===== config.mk =====
export PLATFORM = sky130hd
export DESIGN_NAME = transport_send
export DESIGN_NICKNAME = d
export VERILOG_FILES = /design/src/rtl/transport_pkg.sv /design/src/rtl/word_fifo.sv /design/src/rtl/transport_send.sv
export SDC_FILE = /design/constraint.sdc
export NUM_CORES = 1
export LEC_CHECK = 0
export BUFFER_PORTS_ARGS = -buffer_cell sky130_fd_sc_hd__buf_2
export CAP_MARGIN = 10
export CORE_AREA = 2 2 236 238
export CTS_BUF_LIST = sky130_fd_sc_hd__clkbuf_8
export CTS_CLUSTER_SIZE = 8
export DETAILED_ROUTE_END_ITERATION = 8
export DIE_AREA = 0 0 238 240
export HOLD_SLACK_MARGIN = 0.05
export SKIP_LAST_GASP = 1
export SYNTH_ARGS = -nofsm -noshare
export SYNTH_HDL_FRONTEND = slang
export SYNTH_SLANG_ARGS = --single-unit

===== constraint.sdc =====
create_clock -name clk -period 5.85 [get_ports clk]
set_clock_uncertainty 0.05 [all_clocks]
set_input_delay 0.2925 -clock clk [delete_from_list [all_inputs] [get_ports clk]]
set_output_delay 0.2925 -clock clk [all_outputs]
set_load 0.01 [all_outputs]

===== src/rtl/transport_pkg.sv =====
// Shared definitions for the transport send and receive paths: packet
// headers, session strobe codes and the packetizer state encoding.
package transport_pkg;

  localparam logic [7:0] HDR_CONTROL  = 8'h40;
  localparam logic [7:0] HDR_AUDIO    = 8'h80;

  localparam logic [1:0] SEND_CONTROL = 2'b01;
  localparam logic [1:0] SEND_AUDIO   = 2'b10;

  typedef enum logic [2:0] {
    S_IDLE = 3'd0,
    S_HDR  = 3'd1,
    S_HI   = 3'd2,
    S_LO   = 3'd3,
    S_PAD  = 3'd4
  } state_t;

  typedef enum logic {
    PKT_CONTROL = 1'b0,
    PKT_AUDIO   = 1'b1
  } pkt_t;

endpackage


===== src/rtl/word_fifo.sv =====
// 16-bit synchronous FIFO with show-ahead read data. A write is accepted
// when the FIFO is full as long as a read frees a slot in the same cycle.
module word_fifo #(
  parameter int DEPTH = 32
) (
  input  logic                     clk,
  input  logic                     srst,
  input  logic                     wr_en,
  input  logic                     rd_en,
  input  logic [15:0]              din,
  output logic [15:0]              dout,
  output logic                     full,
  output logic                     empty,
  output logic [$clog2(DEPTH):0]   count
);

  localparam int AW = $clog2(DEPTH);
  localparam int CW = AW + 1;

  logic [15:0]   mem [DEPTH];
  logic [AW-1:0] wr_ptr;
  logic [AW-1:0] rd_ptr;
  logic          do_wr;
  logic          do_rd;

  assign full  = (count == CW'(DEPTH));
  assign empty = (count == '0);
  assign do_rd = rd_en && !empty;
  assign do_wr = wr_en && (!full || do_rd);
  assign dout  = mem[rd_ptr];

  // Storage array; contents need no reset since count gates visibility.
  always_ff @(posedge clk) begin
    if (do_wr) mem[wr_ptr] <= din;
  end

  // Pointer and occupancy tracking.
  always_ff @(posedge clk) begin
    if (srst) begin
      wr_ptr <= '0;
      rd_ptr <= '0;
      count  <= '0;
    end else begin
      if (do_wr) wr_ptr <= wr_ptr + 1'b1;
      if (do_rd) rd_ptr <= rd_ptr + 1'b1;
      case ({do_wr, do_rd})
        2'b10:   count <= count + 1'b1;
        2'b01:   count <= count - 1'b1;
        default: count <= count;
      endcase
    end
  end

endmodule


===== src/rtl/transport_send.sv =====
// Packetizer: turns control words (single holding register) and audio words
// (queued in word_fifo) into fixed-length byte packets, one byte per
// un-stalled cycle.
module transport_send
  import transport_pkg::*;
#(
  parameter int packetSize = 16,
  parameter int fifoDepth  = 32
) (
  input  logic        clk,
  input  logic        reset,
  input  logic [1:0]  sessionSending,
  input  logic [15:0] sessionData,
  input  logic        networkBusy,
  output logic        sendSignal,
  output logic [7:0]  packetOut,
  output logic        busy,
  output logic        ctrlDrop,
  output logic        audioDrop
);

  localparam int AUDIO_WORDS = (packetSize - 4) / 2;
  localparam int CW = $clog2(fifoDepth) + 1;
  localparam int BW = $clog2(packetSize);
  localparam int WW = $clog2(AUDIO_WORDS + 1);

  state_t         state, state_nxt;
  pkt_t           pkt_type, type_nxt;
  logic [BW-1:0]  byte_cnt, byte_cnt_nxt;
  logic [WW-1:0]  word_cnt, word_cnt_nxt;
  logic           emit;
  logic [7:0]     byte_nxt;
  logic           pop;
  logic           ctrl_clear;

  logic           ctrl_pending;
  logic [15:0]    ctrl_word;

  logic           ctrl_strobe;
  logic           audio_strobe;
  logic [15:0]    fifo_dout;
  logic           fifo_full;
  logic           fifo_empty;
  logic [CW-1:0]  fifo_count;

  assign ctrl_strobe  = (sessionSending == SEND_CONTROL);
  assign audio_strobe = (sessionSending == SEND_AUDIO);
  assign busy         = (state != S_IDLE) || ctrl_pending;

  word_fifo #(.DEPTH(fifoDepth)) u_fifo (
    .clk   (clk),
    .srst  (reset),
    .wr_en (audio_strobe),
    .rd_en (pop),
    .din   (sessionData),
    .dout  (fifo_dout),
    .full  (fifo_full),
    .empty (fifo_empty),
    .count (fifo_count)
  );

  // Next-state and emitted byte; every active state stalls while networkBusy.
  always_comb begin
    state_nxt    = state;
    type_nxt     = pkt_type;
    byte_cnt_nxt = byte_cnt;
    word_cnt_nxt = word_cnt;
    emit         = 1'b0;
    byte_nxt     = 8'h00;
    pop          = 1'b0;
    ctrl_clear   = 1'b0;
    case (state)
      S_IDLE: begin
        byte_cnt_nxt = '0;
        word_cnt_nxt = '0;
        if (ctrl_pending) begin
          type_nxt  = PKT_CONTROL;
          state_nxt = S_HDR;
        end else if (fifo_count >= CW'(AUDIO_WORDS)) begin
          type_nxt  = PKT_AUDIO;
          state_nxt = S_HDR;
        end
      end
      S_HDR: begin
        if (!networkBusy) begin
          emit      = 1'b1;
          byte_nxt  = (pkt_type == PKT_AUDIO) ? HDR_AUDIO : HDR_CONTROL;
          state_nxt = S_HI;
        end
      end
      S_HI: begin
        if (!networkBusy) begin
          emit      = 1'b1;
          byte_nxt  = (pkt_type == PKT_AUDIO) ? fifo_dout[15:8] : ctrl_word[15:8];
          state_nxt = S_LO;
        end
      end
      S_LO: begin
        if (!networkBusy) begin
          emit = 1'b1;
          if (pkt_type == PKT_AUDIO) begin
            byte_nxt     = fifo_dout[7:0];
            pop          = !fifo_empty;
            word_cnt_nxt = word_cnt + 1'b1;
            state_nxt    = (word_cnt == WW'(AUDIO_WORDS - 1)) ? S_PAD : S_HI;
          end else begin
            byte_nxt   = ctrl_word[7:0];
            ctrl_clear = 1'b1;
            state_nxt  = S_PAD;
          end
        end
      end
      S_PAD: begin
        if (!networkBusy) begin
          emit     = 1'b1;
          byte_nxt = 8'h00;
          if (byte_cnt == BW'(packetSize - 1)) state_nxt = S_IDLE;
        end
      end
      default: state_nxt = S_IDLE;
    endcase
    if (emit) byte_cnt_nxt = byte_cnt + 1'b1;
  end

  // State, counters and the registered byte output.
  always_ff @(posedge clk) begin
    if (reset) begin
      state      <= S_IDLE;
      pkt_type   <= PKT_CONTROL;
      byte_cnt   <= '0;
      word_cnt   <= '0;
      sendSignal <= 1'b0;
      packetOut  <= 8'h00;
    end else begin
      state      <= state_nxt;
      pkt_type   <= type_nxt;
      byte_cnt   <= byte_cnt_nxt;
      word_cnt   <= word_cnt_nxt;
      sendSignal <= emit;
      if (emit) packetOut <= byte_nxt;
    end
  end

  // Control holding register: first word wins until its packet drains it.
  always_ff @(posedge clk) begin
    if (reset) begin
      ctrl_pending <= 1'b0;
      ctrl_word    <= 16'h0000;
      ctrlDrop     <= 1'b0;
    end else begin
      ctrlDrop <= ctrl_strobe && ctrl_pending;
      if (ctrl_strobe && !ctrl_pending) begin
        ctrl_word    <= sessionData;
        ctrl_pending <= 1'b1;
      end else if (ctrl_clear) begin
        ctrl_pending <= 1'b0;
      end
    end
  end

  // Audio drop flag: full FIFO with no same-cycle pop to make room.
  always_ff @(posedge clk) begin
    if (reset) audioDrop <= 1'b0;
    else       audioDrop <= audio_strobe && fifo_full && !pop;
  end

endmodule


# Word-level counts from Yosys, hierarchy flattened
# Memories as Yosys holds them, arrays and structs flattened. A register that Yosys moved wholly into a read port is not among the register bits.
# Index checks and enable logic that the tools add are counted.
[word_totals]
register_bits = 55
latch_bits = 0
mem_bits_rw = 512
mem_bits_ro = 0
inputBits = 21
wordCells = 102
n_memories = 1
[memory_table]
columns = ["name", "words", "word_bits", "read_ports", "rd_clocked_by_memory_dff", "wr", "line_no", "rtl"]
rows = [
  ["u_fifo.mem", 32, 16, 1, 1, 1, "word_fifo.sv:20", "logic [15:0] mem [DEPTH];"],
]
[op_classes]
add_sub_neg = 6
mul = 0
n_div = 0
magnitude_cmp = 1
eq_ne = 18
shift = 0
muxes = 39
n_bitwise = 0
reduce_logical = 24
[ops]
columns = ["op", "count"]
rows = [
  ["$mux W8", 6],
  ["$mux W3", 11],
  ["$pmux W8 S3", 1],
  ["$pmux W3 S5", 1],
  ["$mux W1", 14],
  ["$ne A2 B2 Y1 const B", 6],
  ["$pmux W6 S2", 1],
  ["$add A5 B1 Y5 const B", 2],
  ["$mux W5", 2],
  ["$reduce_bool A2 Y1", 5],
  ["$mux W4", 2],
  ["$add A6 B1 Y6 const B", 1],
  ["$eq A3 B2 Y1 const B", 2],
  ["$eq A3 B3 Y1 const B", 2],
  ["$eq A6 B6 Y1 const B", 1],
  ["$ge A6 B3 Y1 const B", 1],
  ["$logic_and A1 B1 Y1", 6],
  ["$logic_not A6 Y1", 1],
  ["$pmux W3 S2", 1],
  ["$reduce_and A6 Y1", 1],
  ["$sub A6 B1 Y6 const B", 1],
  ["$add A4 B1 Y4 const B", 1],
  ["$eq A2 B1 Y1 const B", 2],
  ["$eq A2 B2 Y1 const B", 2],
  ["11 further kinds", 15],
]

# Depth between registers and ports, before layout
[logic_depth]
word_depth = 10
depth_mapped = 14
mapped_depth_nobuf = 12

# Modules after synthesis
# Synthesis repeated with hierarchy kept, for this count alone.
[hier_totals]
hier_cells = 1096
area_unflattened_um2 = 22531.6
[modules_own_cells]
columns = ["mod", "instances", "cells_each", "area_per_inst_um2", "seq_area_each_um2"]
rows = [
  ["word_fifo", 1, 894, 20633.5, 15795.1],
  ["transport_send", 1, 202, 1898.1, 780.7],
]

# Worst setup path after synthesis
# OpenSTA, ideal clock, no wires.
[synth_timing]
kind = "input to register"
startpoint = "input networkBusy"
endpoint = "register u_fifo.count[4]"
arrival_time_ns = 2.870
required_time_ns = 5.668
slack_ns = 2.797
cell_stages = 14
cell_sequence = "clkbuf_1 > nor2b_1 > nand3_1 > a31oi_2 > inv_1 > ha_1 > buf_2 > xor2_1 > ha_1 > a21oi_1 > o22ai_1 > a222oi_1 > or3_1 > a21oi_1"
[synth_via]
elab_chain_len = 7
word_cells_on_any_way = 9
cone_classes = "eq/ne: 2; mux: 3; reduce/logical: 4"
[synth_rtl]
columns = ["element", "line_no", "rtl"]
rows = [
  ["start: declaration", "transport_send.sv:14", "input logic networkBusy,"],
  ["$mux W1 (*)", "transport_send.sv:99", "if (!networkBusy) begin"],
  ["$mux W1 (*)", "transport_send.sv:72", "case (state)"],
  ["$logic_and A1 B1 Y1 (*)", "word_fifo.sv:28", "assign do_rd = rd_en && !empty;"],
  ["$logic_or A1 B1 Y1", "word_fifo.sv:29", "assign do_wr = wr_en && (!full || do_rd);"],
  ["$logic_and A1 B1 Y1", "word_fifo.sv:29", ""],
  ["$eq A2 B1 Y1 / $eq A2 B2 Y1 (equally long branches)", "word_fifo.sv:46", "case ({do_wr, do_rd})"],
  ["$pmux W6 S2 / $reduce_bool A2 Y1 (equally long branches)", "n/a", ""],
  ["end signal: assignment", "word_fifo.sv:47", "2'b10: count <= count + 1'b1;"],
  ["end signal: assignment", "word_fifo.sv:48", "2'b01: count <= count - 1'b1;"],
  ["end signal: assignment", "word_fifo.sv:49", "default: count <= count;"],
  ["end: declaration", "word_fifo.sv:14", "output logic [$clog2(DEPTH):0] count"],
]
# Every way passes the cells marked *; elsewhere a longest branch is shown, timed or not.
# A chain may end at the register's enable or synchronous reset.

# Worst setup path in the final report
[layout_timing]
startpoint = "register pkt_type"
endpoint = "register u_fifo.count[4]"
[layout_via]
elab_chain_len = 8
word_cells_on_any_way = 10
cone_classes = "eq/ne: 2; mux: 4; reduce/logical: 4"
[layout_rtl]
columns = ["element", "line_no", "rtl"]
rows = [
  ["start: declaration", "transport_send.sv:28", "pkt_t pkt_type, type_nxt;"],
  ["start signal: assignment", "transport_send.sv:136", "pkt_type <= type_nxt;"],
  ["$mux W1 (*)", "transport_send.sv:101", "if (pkt_type == PKT_AUDIO) begin"],
  ["$mux W1 (*)", "transport_send.sv:99", ""],
  ["$mux W1 (*)", "transport_send.sv:72", ""],
  ["$logic_and A1 B1 Y1 (*)", "word_fifo.sv:28", ""],
  ["$logic_or A1 B1 Y1", "word_fifo.sv:29", ""],
  ["$logic_and A1 B1 Y1", "word_fifo.sv:29", ""],
  ["$eq A2 B1 Y1 / $eq A2 B2 Y1 (equally long branches)", "word_fifo.sv:46", ""],
  ["$pmux W6 S2 / $reduce_bool A2 Y1 (equally long branches)", "n/a", ""],
]
# Marks and branches as above.

==> impl_metrics.csv <==
group,metric,value,unit
run_status,status,"complete, no violations",
power_and_ir_drop,power.switching_fraction,22.2,%
cells_and_area,multiInputGateArea,5710,um2
clocking,post_cts.repair.setup_buffers,0,
power_and_ir_drop,powerDensity,310,nW/um2
die,fp.dieH,240,um
power_and_ir_drop,seqPwrFrac,57.2,%
worst_hold_path,hp-class,"in -> reg",
cells_and_area,fin_cells,2130,
placed_design,placed_area,23700,um2
synthesis,yosysTopAreaCellShare,67.6,%
route,drtPass1Iterations,6,
die,core-area,54700,um2
critical_path,crit_type,"reg -> reg",
clocking,cts_sinks,572,
die,ios,33,
die,num_rows,86,
route,dr.first_iter.drc_count,1265,
power_and_ir_drop,p_sw,1.75,mW
synthesis,synthFlopType,"edfxtp_1",
cells_and_area,fin_util,46.5,%
route,viasPerCell,5.75,
timing,worst_pin_slew,1.00,ns
timing,relSlewSlack,33.1,%
critical_path,critPathBufInv,1,
clocking,cts_max_level,3,
placed_design,gp_congestion,0.893,
run,drv_cap,0,
cells_and_area,drive_above_1_share,23.8,%
critical_path,crit_arrival,4.46,ns
power_and_ir_drop,p_leak,8.01,nW
die,die-area,57100,um2
timing,fin_crit,3.99,ns
critical_path,worstPathCellList,"nor2b_1, nand3_1, a31oi_2, inv_1, ha_1, xor2_1, ha_1, a21oi_1, o22ai_1, a222oi_1, or3_1, a21oi_1",
synthesis,ys_ff_latch,572,
timing,maxSlewViolCount,0,
synthesis,synthArstFlopShare,0,%
critical_path,max_stage_delay,0.83,ns
synthesis,synth-edff-count,512,
cells_and_area,fillers,4663,
global_route,first_global_vias,12153,
placed_design,dp_hpwl,32000,um
synthesis,synth_area_leaders,"edfxtp_1, mux4_2, dfxtp_1",
cells_and_area,seq_area,16600,um2
power_and_ir_drop,peakVddDrop,152,uV
cells_and_area,final_cell_area,25400,um2
synthesis,yosysTopAreaCell,"edfxtp_1",
timing,tns,0,ns
placed_design,dp_cells,1961,
clocking,clk_pin_slew_worst_paths,0.06,ns
route,ant_nets,0,
timing,finalHoldViolCount,0,
clocking,cts_buffers,93,
cells_and_area,area_growth,11.9,%
worst_hold_path,hold_depth,1,
route,wirelength,55000,um
synthesis,netlist_area,22700,um2
clocking,clock_path_buffers,3,
synthesis,syn_nets,1290,
critical_path,crit_required,6.32,ns
power_and_ir_drop,cellInternalPower,6.15,mW
timing,finalSetupViolations,0,
critical_path,rrSetupSlack,1.86,ns
clocking,clockRootBuffer,"clkbuf_8",
die,die_w,238,um
timing,finalCritPeriodShare,68.2,%
clocking,cts_tree,"built",
global_route,grt_use_total,19.6,%
critical_path,ff2ff_path_depth,12,
synthesis,syn_inst,1258,
synthesis,ys_seq_area_share,72.9,%
clocking,clk_latency,0.67,ns
critical_path,cp-end-kind,"register",
critical_path,crit_fanout,24,
placed_design,io_buffer_count,32,
timing,fmax,0.251,GHz
timing,grt_setup_unrepaired,"no",
power_and_ir_drop,pwr-share-comb,3.3,%
global_route,antenna_found_initial,4,
cells_and_area,layout_common_cells,"edfxtp_1, mux4_2, clkbuf_8, nor2_1, nand2_1",
synthesis,yosysUniqueCellTypes,61,
cells_and_area,nets,1388,
critical_path,start_kind,"register",
global_route,gr-total-overflow,0,
critical_path,slowest_stage,"dfxtp_1",
cells_and_area,final_common_cell,"edfxtp_1",
critical_path,crit_family,"compound AO/OA/AOI/OAI gates",
global_route,grt_max_degree,63,
route,num_vias,12243,
global_route,grt_pass1_wl,80800,um
route,wl_per_cell,25.8,um
critical_path,path_depth,12,
synthesis,ys_warn_count,0,
die,initial_core_util,41.6,%
synthesis,synth.avg_cell_area,18.1,um2
power_and_ir_drop,p_clk_share,39.6,%
route,post-route-drc-count,0,
## synth_stat cells (6+ instances only)
master	number
ha_1	11
mux2i_1	52
xnor2_1	7
o21ai_0	19
a22oi_1	8
a211oi_1	6
nor2_1	72
edfxtp_1	512
or3_1	9
dfxtp_1	60
clkbuf_1	32
buf_2	21
nor2b_1	8
a31oi_1	7
inv_1	13
mux2_2	28
nand2b_1	8
nand2_1	70
xor2_1	6
o2111ai_1	6
mux4_2	112
o22ai_1	8
nor3_1	8
buf_4	12
o211ai_1	12
nand3_1	23
a21oi_1	43
o221ai_1	8
## cell families after synthesis
group	after synthesis	share of synthesized area, %
xor gates and xnor gates	13	0.501
adders and majority gates	11	0.605
AOI/OAI and AO/OA	143	4.16
DFF	572	72.9
buffers and inverters	88	1.98
muxes	192	14.8
and+or+nand+nor	239	5.06
## power groups by stage
stage	logic (mW)	registers [mW]	clock network (mW)
after global routing	0.283	4.52	3.39
after CTS	0.259	4.51	3.19
after detailed placement	0.257	4.60	0
after global placement	0.251	4.60	0
final	0.259	4.52	3.12
after floorplan	0.142	4.58	0
## worst reg2reg max path, stage by stage, from the launching register on
cell	delay, ns
dfxtp_1	0.83
nor2b_1	0.30
nand3_1	0.28
a31oi_2	0.57
inv_1	0.15
ha_1	0.32
xor2_1	0.18
ha_1	0.19
a21oi_1	0.23
o22ai_1	0.13
a222oi_1	0.39
or3_1	0.16
a21oi_1	0.06
## layer usage
metal / wire [um] / track usage (%) / vias up
met2: 25000 / 29.4 / 478
met1: 24300 / 28.2 / 6407
met5: 32 / 0 / -
met3: 4360 / 4.83 / 93
met4: 1450 / 6.19 / 4
li1: - / - / 5261
## registers in the layout (all words and copies together), names as in the netlist, 4 cells and up, named ones only
signal         cells
u_fifo.rd_ptr      5
packetOut          8
u_fifo.wr_ptr      5
ctrl_word         16
u_fifo.mem       512
byte_cnt           4
u_fifo.count       6
## through the flow
stage | worst slack [ns] | hold WS [ns] | total power, mW
finish | 1.86 | 0.147 | 7.90
detailed placement | 1.95 | 0.392 | 4.86
global route | 1.57 | 0.134 | 8.19
global placement | 2.05 | 0.390 | 4.85
CTS | 1.96 | 0.0846 | 7.97
floorplan | 2.80 | 0.318 | 4.72
## worst paths after layout
kind | from | end
setup / recovery | pkt_type$_SDFFE_PP0P_ | u_fifo.count[4]$_SDFFE_PP0P_
setup reg to reg | pkt_type$_SDFFE_PP0P_ | u_fifo.count[4]$_SDFFE_PP0P_
hold / removal | sessionData[13] | u_fifo.mem[9][13]$_DFFE_PP_
hold reg to reg | ctrl_word[6]$_SDFFE_PP0P_ | ctrl_word[6]$_SDFFE_PP0P_
## what timing repair did
action | 4_1_cts | 5_1_grt
resized for setup | 0 | 0
hold endpoints to repair | 4 | 0
hold buffers | 4 | 0
## cell type report
class,instances,area share [%]
flip-flops and latches,572,65.2
multi-input cells,598,22.4
clock buffers,99,5.36
well taps,704,3.46
repair buffers,77,2.14
clock inverters,65,1.18
inverters,14,0.207
diodes,1,0.00983
(Power assumes the default switching activity.)
